## src/rtl/pc_fetch_ctrl.sv

```systemverilog
// Fetch PC owner for the 5-stage pipeline: selects the next PC, drives the
// instruction memory request and the IF/ID valid/flush strobes.
module pc_fetch_ctrl #(
    parameter logic [31:0] RESET_PC   = 32'h0000_0000,
    parameter logic [31:0] EXC_VECTOR = 32'h0000_0020
) (
    input  logic        clk,
    input  logic        rst,
    input  logic        stall,
    input  logic        branch_taken,
    input  logic [31:0] branch_target,
    input  logic        jump,
    input  logic [31:0] jump_target,
    input  logic        exc,
    input  logic        halt,
    input  logic        imem_ready,
    output logic        imem_req,
    output logic [31:0] imem_addr,
    output logic [31:0] pc_out,
    output logic [31:0] pc_plus_out,
    output logic        if_valid,
    output logic        flush,
    output logic [31:0] fetch_cnt
);

    typedef enum logic [1:0] {
        S_BOOT = 2'd0,
        S_RUN  = 2'd1,
        S_HALT = 2'd2
    } state_t;

    state_t      state_q, state_d;
    logic [31:0] pc_q, pc_d;
    logic        pend_v_q, pend_v_d;
    logic [31:0] pend_target_q, pend_target_d;
    logic [31:0] fetch_cnt_q, fetch_cnt_d;
    logic        fire_s;
    logic        redirect_s;
    logic        run_s;

    // State and datapath registers
    always_ff @(posedge clk) begin
        if (rst) begin
            state_q       <= S_BOOT;
            pc_q          <= RESET_PC;
            pend_v_q      <= 1'b0;
            pend_target_q <= 32'h0000_0000;
            fetch_cnt_q   <= 32'h0000_0000;
        end else begin
            state_q       <= state_d;
            pc_q          <= pc_d;
            pend_v_q      <= pend_v_d;
            pend_target_q <= pend_target_d;
            fetch_cnt_q   <= fetch_cnt_d;
        end
    end

    // Next-state and next-PC selection in strict priority order
    always_comb begin
        state_d       = state_q;
        pc_d          = pc_q;
        pend_v_d      = pend_v_q;
        pend_target_d = pend_target_q;
        fetch_cnt_d   = if_valid ? (fetch_cnt_q + 32'd1) : fetch_cnt_q;
        if (exc) begin
            pc_d     = EXC_VECTOR;
            pend_v_d = 1'b0;
            state_d  = S_RUN;
        end else begin
            case (state_q)
                S_BOOT: state_d = S_RUN;
                S_RUN: begin
                    if (!stall && branch_taken) begin
                        pc_d     = branch_target;
                        pend_v_d = 1'b0;
                    end else if (!stall && jump) begin
                        pc_d     = jump_target;
                        pend_v_d = 1'b0;
                    end else if (!stall && pend_v_q) begin
                        pc_d     = pend_target_q;
                        pend_v_d = 1'b0;
                    end else if (stall && (branch_taken || jump)) begin
                        // Late redirect during a stall: park it, newest wins
                        pend_v_d      = 1'b1;
                        pend_target_d = branch_taken ? branch_target : jump_target;
                    end else if (!stall && halt) begin
                        state_d  = S_HALT;
                        pend_v_d = 1'b0;
                    end else if (fire_s) begin
                        pc_d = pc_q + 32'd1;
                    end else begin
                        pc_d = pc_q;
                    end
                end
                S_HALT: state_d = S_HALT;
                default: state_d = S_BOOT;
            endcase
        end
    end

    // Memory request and IF/ID strobes; all quiet while reset is asserted
    always_comb begin
        run_s      = (state_q == S_RUN);
        imem_req   = !rst && run_s && !stall;
        fire_s     = imem_req && imem_ready;
        redirect_s = !rst && (exc || (run_s && !stall && (branch_taken || jump || pend_v_q)));
        if_valid   = fire_s && !redirect_s;
        flush      = redirect_s;
    end

    assign pc_out      = pc_q;
    assign imem_addr   = pc_q;
    assign pc_plus_out = pc_q + 32'd1;
    assign fetch_cnt   = fetch_cnt_q;

endmodule

```

## config.mk

```make
export PLATFORM = sky130hd
export DESIGN_NAME = pc_fetch_ctrl
export DESIGN_NICKNAME = d
export VERILOG_FILES = /design/src/rtl/pc_fetch_ctrl.sv
export SDC_FILE = /design/constraint.sdc
export NUM_CORES = 1
export LEC_CHECK = 0
export BUFFER_PORTS_ARGS = -buffer_cell sky130_fd_sc_hd__buf_2
export CORE_UTILIZATION = 50
export CTS_BUF_LIST = sky130_fd_sc_hd__clkbuf_16
export DETAILED_ROUTE_END_ITERATION = 12
export HOLD_SLACK_MARGIN = 0.08
export PLACE_DENSITY_LB_ADDON = 0.1
export SLEW_MARGIN = 20
export SYNTH_ARGS = -nofsm -noshare
export SYNTH_HDL_FRONTEND = slang
export SYNTH_SLANG_ARGS = --single-unit
```

## constraint.sdc

```tcl
create_clock -name clk -period 4.8 [get_ports clk]
set_input_delay 0.48 -clock clk [delete_from_list [all_inputs] [get_ports clk]]
set_output_delay 0.48 -clock clk [all_outputs]
set_load 0.05 [all_outputs]
```

* Word level (Yosys, flattened, before mapping)
Cells that the tools add are included.
Widths: inputs -> output; s select.
** Storage, ports and cells
- Memories :: 0
- Flip-flop bits (word level) :: 99
- Memory bits (writable) :: 0
- Memory bits (read-only) :: 0
- Bits in latches :: 0
- Bits of input ports :: 72
** Cells by class
- Reductions and logical operators :: 30
- Eq/ne operators :: 16
- Magnitude comparators :: 0
- Mux-type cells :: 21
- Bitwise logic cells :: 4
- Divide/modulo/power cells :: 0
- Add/subtract/negate cells :: 2
- $mul :: 0
- Shift-type cells :: 0
** Operator list (number)
- $mux 32 :: 7
- $add 32x1->32 const B :: 2
- $logic_and 1x1->1 :: 12
- $mux 6 :: 2
- $ne 3x3->1 const B :: 4
- $mux 2 :: 5
- $ne 5x5->1 const B :: 2
- $reduce_and 5->1 :: 2
- $reduce_bool 5->1 :: 2
- $ne 2x2->1 const B :: 4
- $ne 4x4->1 const B :: 2
- $reduce_and 4->1 :: 2
- $mux 1 :: 6
- $pmux 2 s3 :: 1
- $reduce_and 6->1 :: 1
- $not 1->1 :: 4
- $reduce_bool 4->1 :: 1
- $logic_not 1->1 :: 3
- $logic_or 1x1->1 :: 3
- $ne 3x2->1 const B :: 1
- $eq 2x1->1 const B :: 1
- $eq 2x2->1 const B :: 1
- $logic_not 2->1 :: 1
- $ne 2x1->1 const B :: 1
- other kinds (3) :: 3

* Depth between registers and ports, before layout
Gate-level depths: netlist (run 1).
- Depth after elaboration :: 12
- Gate-level depth with buffers :: 10

* Worst setup path before layout (run 1)
OpenSTA, ideal clock, no wires.
- Path kind :: flip-flop to output port
- From :: reg pc_q[8], in the netlist imem_addr[8]
- To :: out pc_plus_out[28]
- Path slack :: 1304 ps
- Arrival :: 3016 ps
- Path buffers :: 1
- Stages on the path, launching flop included :: 6
- Cells stage by stage :: dfxtp_1 -> nand4_1 -> or4_1 -> clkbuf_1 -> or3_1 -> xnor2_1
** Between the ends
- Longest elaborated chain between the ends :: 1
** RTL lines
- start: declaration :: line 33 : logic [31:0] pc_q, pc_d;
- start signal: assignment :: line 51 : pc_q <= pc_d;
- $add 32x1->32 :: line 113 : assign pc_plus_out = pc_q + 32'd1;
- end: declaration :: line 20 : output logic [31:0] pc_plus_out,
Every way passes these cells.

* Worst setup path in the final report (run 1)
- From :: reg pc_q[0], in the netlist imem_addr[0]
- To :: out pc_plus_out[22]
Same word-level chain as after synthesis.

==> results of run 1 <==
-- cell families after synthesis --
group                    count (synthesis)
buffers and inverters                  108
flip-flops                              99
XOR/XNOR                                45
adder cells (fa/ha/maj)                  4
AND/OR/NAND/NOR                        315
multiplexers                            35
AO/OA/AOI/OAI                          190
-- critical path: cells and delay by family (launching register included) --
kind            cells  cell delay (ns)
fa+ha+maj           1             0.23
flops               1             0.45
simple gates        3             1.43
compound gates      1             0.35
buf+inv             1             0.21
-- cell usage after synthesis (4+ instances only) --
cell type	instances	area, um2
buf_1	7	26.3
nand2_1	58	218
or4_1	5	37.5
o21a_1	4	30.0
nor2b_1	5	31.3
or3_1	13	81.3
o21ba_2	4	40.0
a21oi_1	28	140
nor3_1	29	145
o31ai_1	5	37.5
o22a_1	4	35.0
and4_1	6	52.6
and3_1	6	37.5
xnor2_1	30	263
or2_2	10	62.6
a221o_1	5	50.1
o21ai_0	26	130
a211oi_1	38	285
nor4_1	21	131
nor2_1	92	345
o211ai_1	7	52.6
dfxtp_1	99	1980
inv_1	16	60.1
o22ai_1	6	37.5
mux2i_1	34	340
a31oi_1	7	43.8
nand3_1	37	185
o31a_1	5	43.8
buf_4	32	240
nand4_1	19	119
ha_1	4	50.1
a221oi_1	14	123
nand2b_1	5	31.3
clkbuf_1	48	180
o221ai_1	7	61.3
xor2_1	15	131
-- registers in the layout, summed over array words and instances (netlist names) --
signal and cells:
pend_target_q 32, imem_addr 32, pend_v_q 1, state_q 2, fetch_cnt 32
-- area by class of cell --
cell class                      count  area [um2]  area share [%]
Tap cell                          168         210            2.85
Clock buffer                        9         225            3.06
Inverter                           17        63.8           0.866
Sequential cell                    99        1980            26.9
Timing Repair Buffer              212        1090            14.7
Clock inverter                      7        42.5           0.578
Multi-Input combinational cell    589        3750            51.0
-- metal layers --
layer,global-route usage [%],up-vias
met2,51.4,326
met4,10.0,0
li1,-,3194
met1,39.1,3073
met3,6.38,34
met5,0,-
-- power by group through the flow --
| stage | logic (mW) | clock network (mW) | registers [mW] |
|---|---|---|---|
| after floorplan | 0.231 | 0 | 0.905 |
| after global placement | 0.348 | 0 | 0.884 |
| after detailed placement | 0.354 | 0 | 0.885 |
| after CTS | 0.355 | 0.700 | 0.866 |
| after global routing | 0.382 | 0.724 | 0.870 |
| final | 0.357 | 0.690 | 0.867 |
-- placed cells by master, fill, tap and decap left out, drive strengths merged, types with 4 or more instances in the layout --
master  count
buf       212
dfxtp      99
nor2       92
nand2      58
a211oi     38
nand3      37
mux2i      34
xnor2      30
nor3       29
a21oi      28
o21ai      26
nor4       21
nand4      19
inv        19
xor2       15
a221oi     14
or3        13
or2        10
clkbuf      9
o211ai      7
a31oi       7
o221ai      7
and3        6
and4        6
o22ai       6
nor2b       5
or4         5
o31ai       5
o31a        5
nand2b      5
a221o       5
clkinv      5
o21a        4
o22a        4
o21ba       4
ha          4
-- how the worst max path moves through the flow --
stage	from	endpoint	slack, ns	depth (start not counted)
after global placement	imem_addr[0]	pc_plus_out[22]	1.80	6
after global routing	imem_addr[0]	pc_plus_out[22]	1.18	6
after detailed placement	imem_addr[0]	pc_plus_out[22]	1.74	6
after floorplan	imem_addr[8]	pc_plus_out[28]	1.30	5
after CTS	imem_addr[0]	pc_plus_out[22]	1.32	6
final	imem_addr[0]	pc_plus_out[22]	1.28	6
-- metrics by stage --
stage	std cells	area, um2	worst slack [ns]	hold WS [ns]
after floorplan	796	6270	1.30	0.463
after global placement	1085	7090	1.80	0.472
after detailed placement	1085	7090	1.74	0.491
after CTS	1101	7360	1.32	0.385
after global routing	1101	7360	1.18	0.402
final	1101	7360	1.28	0.394
==> impl_metrics.yaml, run 1 <==
setup_path:
  startpoint_type: "flop"
  rr_endpoint: "fetch_cnt[31]"
  critPathCaptureType: "output port"
  critical-path-max-stage-delay_ns: 0.79
  critPathKind: "flop to output port"
  r2r_cells: 7
  cp.required_ns: 4.32
  cp_max_fo: 10
  reg2reg_slack_ns: 1.95
  cp_slowest_cell: "or4_1"
  reg2reg_from: "state_q[1]"
  cp.arrival_ns: 3.04
  crit_path_cell_trace: "ha_1 -> nand3_1 -> or4_1 -> o31a_1 -> or2_2 -> buf_2"
floorplanning:
  row_count: 40
  start_util_pct: 51.8
  die_width_um: 114
  die_area_um2: 13000
  ioPinCount: 203
  core_region_area_um2: 12100
  die_h_um: 114
power:
  leakage_nw: 3.08
  pwr_density_cell_nw_per_um2: 260
  ir_drop_v: 0.000188
  seqPwrFrac_pct: 45.3
  combPwrFrac_pct: 18.7
  p_clk_share_pct: 36.0
  p_sw_share_pct: 31.8
  p_total_mw: 1.91
  power.switching_uw: 609
  p_int_mw: 1.31
sta:
  period_minus_slack_ns: 3.52
  maxSlewHeadroom_pct: 26.7
  fin_tns_setup_ns: 0
  clock.fmax_mhz: 284
  hold_viol_final: 0
  setup_viol: 0
  fin_crit_sh_pct: 73.4
  maxSlewViolCount: 0
  rsz0062_at_grt: "no"
  worst_pin_slew_ns: 1.10
  skew_ns: 0.0114
grt:
  grt_pass1_vias: 6171
  grt_max_degree: 72
  grt_pass1_wl_um: 31500
  grt_usage_pct: 30.6
  antenna_found_initial: 0
  grt-ovfl-total: 0
logic_synthesis:
  ys.flop_type: "dfxtp_1"
  yosysSeqAreaShare_pct: 31.6
  synth_compound_area_share_pct: 22.0
  yosys_warnings: 0
  syn-cell-area_um2: 6270
  synth_cells: 796
  synth_edf_count: 0
  synthSimpleGateAreaFrac_pct: 24.9
  syn_area_per_cell_um2: 7.88
  synthArstFlopShare_pct: 0
  synth_cell_types: 65
  synth_mux_area_share_pct: 5.61
  synth_nets: 872
  synth_fa_ha_area_share_pct: 0.798
  synth-xor-area-share_pct: 6.29
  synth_top_family_by_area: "simple AND/OR/NAND/NOR gates"
  ys_seq_elements: 99
routing:
  drt_iter0_markers: 515
  drt_pass1_iterations: 5
  postRouteAntennaNets: 0
  wl_per_cell_um: 18.2
  wl_met1_um: 8390
  route.detailed.vias_per_inst: 6.02
  met2_length_um: 9520
  num_vias: 6627
  top_layer_used: "met4"
  wirelength_um: 20000
  drcViolationCount: 0
  wl_met3_um: 1670
cells_and_area:
  fill_cells: 1187
  layout-drive-gt1-share_pct: 26.6
  syn2layout_area_growth_pct: 17.5
  fin_nets: 1004
  utilization_pct: 60.8
  n_antenna_cell: 0
clock_network:
  cts_tree: "done"
  cts_resized: 0
  cts_buffer_depth: 2
  clkSlewWorstSetupHoldPaths_ns: 0.08
  cts_buffers: 9
  cts_sinks: 99
  post-cts-setup-buffers: 0
  hold_buffers: 0
  insertion_delay_ns: 0.36
  cts_root_buf: "clkbuf_16"
  htreeDepth: 3
worst_hold_path:
  hp-class: "primary input to flop"
  min_path_cells: 3
  hold_path.startpoint: "jump_target[0]"
  whs_endpoint: "pend_target_q[0]"
placement:
  dp_hpwl_um: 14100
  routabilityCongestion: 0.907
  portBuffers: 202
job:
  cap_violations: 0
status:
  outcome: "finished, final reports clean"
No activity file was read; power rests on OpenSTA's default activity.
==> run 2, diff against run 1 <==
Clock period 4.8 ns to 3.3 ns, I/O delays scaled along.
==> run 2 against run 1 <==
Wire length rose by 4.0%. Clock power grew 68%. Sequential power up 45%. Register-to-register slack got worse by 1.2 ns. First-iteration DRC count grew 22%. Setup slack worse by 1.1 ns. Sequential cell count is the same. Non-clock buffer count grew 10. Critical path type unchanged. Largest cell class unchanged.
==> impl_metrics.yaml, run 2 (synthesis results as in run 1) <==
status:
  outcome: "finished, final reports clean"
sta:
  fin_crit_sh_pct: 95.1
  clock.fmax_mhz: 319
  fin_ws_ns: 0.162
  period_minus_slack_ns: 3.14
  holdWs_ns: 0.266
  rsz0062_at_grt: "no"
  maxSlewViolCount: 0
  hold_viol_final: 0
  skew_ns: 0.0122
  setup_viol: 0
  maxSlewHeadroom_pct: 36.0
  worst_pin_slew_ns: 0.958
  fin_tns_setup_ns: 0
setup_path:
  critPathCaptureType: "output port"
  reg2reg_slack_ns: 0.80
  startpoint_type: "flop"
  reg2reg_from: "state_q[1]"
  rr_endpoint: "fetch_cnt[31]"
  cp.arrival_ns: 2.81
  cp_max_fo: 9
  crit_start: "imem_addr[8]"
  critPathKind: "flop to output port"
  r2r_cells: 7
  cp.required_ns: 2.97
clock_network:
  cts_buffer_depth: 2
  cts_root_buf: "clkbuf_16"
  clkSlewWorstSetupHoldPaths_ns: 0.07
  cts_buffers: 9
  cts_sinks: 99
  cts_resized: 0
  insertion_delay_ns: 0.36
  post-cts-setup-buffers: 0
  hold_buffers: 0
  htreeDepth: 3
  cts_tree: "done"
cells_and_area:
  fill_cells: 1142
  layout-drive-gt1-share_pct: 27.8
  fin_nets: 1014
  seqCellArea_um2: 1980
  multi_input_area_um2: 3770
  final_common_cell: "buf_2"
  n_antenna_cell: 0
  syn2layout_area_growth_pct: 19.9
  mostFrequentLayoutCells: "202 x buf_2, 99 x dfxtp_1, 92 x nor2_1, 58 x nand2_1, 38 x a211oi_1"
  instances_no_fill: 1109
routing:
  drcViolationCount: 0
  route.detailed.vias_per_inst: 6.04
  wl_per_cell_um: 18.8
  drt_iter0_markers: 627
  num_vias: 6697
  drt_pass1_iterations: 8
  postRouteAntennaNets: 0
  wirelength_um: 20800
power:
  leakage_nw: 3.16
  pwr_density_cell_nw_per_um2: 393
  ir_drop_v: 0.000329
placement:
  post-place-ws_ns: 0.525
  portBuffers: 202
  routabilityCongestion: 0.921
  dp_hpwl_um: 14800
  dp_cells: 1095
floorplanning:
  row_count: 40
  start_util_pct: 51.8
  core_region_area_um2: 12100
  ioPinCount: 203
  die_h_um: 114
  die_area_um2: 13000
  die_width_um: 114
job:
  cap_violations: 0
grt:
  grt_max_degree: 72
  grt_usage_pct: 31.5
  grt-ovfl-total: 0
  antenna_found_initial: 1
  grt_pass1_wl_um: 32000
  grt_pass1_vias: 6200
worst_hold_path:
  hold_path.startpoint: "branch_target[11]"
  min_path_cells: 3
  hp-class: "primary input to flop"
  whs_endpoint: "imem_addr[11]"
==> run 2: through the flow <==
step           utilization [%]  power, mW  cell area, um2
3_3_place_gp              59.4       1.80            7200
2_1_floorplan                -       1.65            6280
6_report                  62.0       2.95            7510
3_5_place_dp              59.4       1.81            7200
4_1_cts                   62.0       2.96            7510
5_1_grt                   62.0       3.05            7510
==> run 2: worst max path at each step <==
| stage | endpoint | cells past startpoint |
|---|---|---|
| floorplan | pc_plus_out[24] | 6 |
| global placement | pc_plus_out[23] | 5 |
| detailed placement | pc_plus_out[23] | 5 |
| CTS | pc_plus_out[23] | 5 |
| global route | pc_plus_out[22] | 6 |
| finish | pc_plus_out[22] | 5 |
==> run 2: metal layers <==
metal  GRT usage (%)  part of all wire [%]  up-vias
met5               0                 0.053        -
met4            11.7                   1.9        2
met2            50.7                    47      317
met1            40.5                    42     3133
li1                -                     -     3207
met3            8.45                   9.1       38
==> run 2: report_power, final <==
part | leakage, nW | internal, mW | switching [mW]
clock | 0.153 | 0.665 | 0.495
sequential | 0.802 | 1.23 | 0.0349
combinational | 2.21 | 0.168 | 0.364
total | 3.16 | 2.06 | 0.894
==> run 2: layout make-up <==
| cell class | instances | share of cell area [%] |
|---|---|---|
| clock buffer | 9 | 3.00 |
| clock inverter | 5 | 1.18 |
| inverter | 17 | 0.849 |
| multi-input combinational | 589 | 50.2 |
| sequential | 99 | 26.4 |
| tap | 168 | 2.80 |
| timing repair buffer | 222 | 15.6 |
==> run 2: worst max-delay path, stage by stage, from the launching register on <==
cell and delay [ns]:
dfxtp_1 0.44, nand4_1 0.35, or4_1 0.80, o31a_1 0.35
or2_2 0.29, buf_2 0.21
==> run 3, diff against run 2 <==
Clock period 3.3 ns to 3.8 ns, I/O delays scaled along.
==> run 3 against run 2 <==
Cell area is 1.7% lower. Critical path depth rose by 1. Worst hold slack improved by 0.044 ns. Sequential share of layout area is 0.46 points higher. Total power down 18%. Cell count shrank 0.45%. Sequential cell count did not move. Sequential power fell by 13%. Combinational power down 14%. Clock power shrank 26%. Critical path type unchanged. Critical endpoint unchanged. Largest power group unchanged. Highest routed layer is now met4.
==> impl_metrics.yaml, run 3 (synthesis results as in run 1) <==
sta:
  worst_pin_slew_ns: 1.08
  setup_viol: 0
  hold_viol_final: 0
  maxSlewHeadroom_pct: 27.4
  skew_ns: 0.00699
  fin_crit_sh_pct: 89.7
  holdWs_ns: 0.311
  rsz0062_at_grt: "no"
  maxSlewViolCount: 0
  period_minus_slack_ns: 3.41
  clock.fmax_mhz: 293
  fin_tns_setup_ns: 0
cells_and_area:
  fin_nets: 1008
  utilization_pct: 61.0
  fill_cells: 1161
  final_common_cell: "buf_2"
  syn2layout_area_growth_pct: 17.8
  seqCellArea_um2: 1980
  layout-drive-gt1-share_pct: 26.9
  multi_input_area_um2: 3750
  mostFrequentLayoutCells: "202 x buf_2, 99 x dfxtp_1, 92 x nor2_1, 58 x nand2_1, 38 x a211oi_1"
  n_antenna_cell: 0
clock_network:
  htreeDepth: 3
  cts_tree: "done"
  post-cts-setup-buffers: 0
  cts_buffer_depth: 2
  hold_buffers: 0
  cts_resized: 0
  cts_buffers: 9
  cts_sinks: 99
  insertion_delay_ns: 0.36
  cts_root_buf: "clkbuf_16"
  clkSlewWorstSetupHoldPaths_ns: 0.07
floorplanning:
  die_width_um: 114
  start_util_pct: 51.8
  ioPinCount: 203
  core_region_area_um2: 12100
  row_count: 40
  die_h_um: 114
  die_area_um2: 13000
routing:
  num_vias: 6781
  drcViolationCount: 0
  wirelength_um: 20700
  drt_pass1_iterations: 6
  postRouteAntennaNets: 0
  drt_iter0_markers: 605
  route.detailed.vias_per_inst: 6.14
  wl_per_cell_um: 18.8
setup_path:
  crit_path_cell_trace: "ha_1 -> nand3_1 -> or4_1 -> o31a_1 -> or2_2 -> buf_2"
  critPathKind: "flop to output port"
  reg2reg_slack_ns: 0.99
  cp.arrival_ns: 3.03
  crit_buf_inv: 1
  path_delay_family: "simple AND/OR/NAND/NOR gates"
  startpoint_type: "flop"
  cp_slowest_cell: "or4_1"
  critPathCaptureType: "output port"
  critical-path-max-stage-delay_ns: 0.77
  cp_max_fo: 10
  cp.required_ns: 3.42
job:
  cap_violations: 0
power:
  p_clk_share_pct: 35.5
  combPwrFrac_pct: 19.0
  p_total_mw: 2.41
  p_sw_share_pct: 31.7
  seqPwrFrac_pct: 45.5
  ir_drop_v: 0.000297
  p_int_mw: 1.64
  leakage_nw: 3.09
  power.switching_uw: 763
  pwr_density_cell_nw_per_um2: 326
worst_hold_path:
  hp-class: "primary input to flop"
placement:
  routabilityCongestion: 0.900
  portBuffers: 202
  dp_hpwl_um: 14500
grt:
  grt_usage_pct: 31.6
  grt-ovfl-total: 0
  antenna_found_initial: 0
  grt_pass1_wl_um: 32200
  grt_pass1_vias: 6296
  grt_max_degree: 72
status:
  outcome: "finished, final reports clean"
-- run 3: cell types whose count changed in the layout (fill, tap and decap cells not counted) --
cell,change
buf_4,-5
bufinv_16,-2
clkinv_4,-1
inv_1,+2
or4_1,+1
clkinvlp_4,+2
buf_12,-1
xnor2_1,+2
inv_8,-1
xnor2_2,-2
or4_4,-1
clkinv_2,+1
-- run 3: final cells by class --
| type | count | area share [%] |
|---|---|---|
| clock buffer | 9 | 3.05 |
| clock inverter | 6 | 0.491 |
| inverter | 17 | 0.864 |
| multi-input combinational | 589 | 50.8 |
| sequential | 99 | 26.8 |
| tap | 168 | 2.85 |
| timing repair buffer | 216 | 15.1 |
-- run 3: stage by stage --
stage | cells | area (um2) | setup WS, ns
after global placement | 1089 | 7120 | 0.918
after floorplan | 796 | 6270 | 0.404
after CTS | 1104 | 7390 | 0.430
final | 1104 | 7390 | 0.391
after global routing | 1104 | 7390 | 0.300
after detailed placement | 1089 | 7120 | 0.822
-- run 3: metal layers --
metal,wire length (um),GRT usage (%),vias up
met5,0,0,-
met4,556,12.6,0
met3,1690,7.28,53
met2,10000,53.0,350
met1,8440,39.3,3192
li1,-,-,3186
-- run 3: worst register-to-register path, stage by stage (launching register included) --
cell and delay, ns:
dfxtp_1 0.32, inv_1 0.09, ha_1 0.27, nand4bb_1 0.29, a211o_1 0.53, or4b_4 0.68, or4_1 0.42, a21oi_1 0.14
-- run 3: path summary, 6_finish.rpt --
kind	startpoint	to	cells after the start
setup reg to reg	state_q[1]	fetch_cnt[31]	7
setup / recovery	imem_addr[0]	pc_plus_out[22]	6
hold / removal	jump_target[0]	pend_target_q[0]	3
hold reg to reg	fetch_cnt[1]	fetch_cnt[1]	2
-- run 3: power groups by stage --
| stage | clock network (mW) | registers, mW | logic (mW) |
|---|---|---|---|
| finish | 0.854 | 1.10 | 0.458 |
| global route | 0.898 | 1.10 | 0.487 |
| CTS | 0.864 | 1.09 | 0.452 |
| detailed placement | 0 | 1.12 | 0.451 |
| global placement | 0 | 1.12 | 0.443 |
| floorplan | 0 | 1.14 | 0.292 |
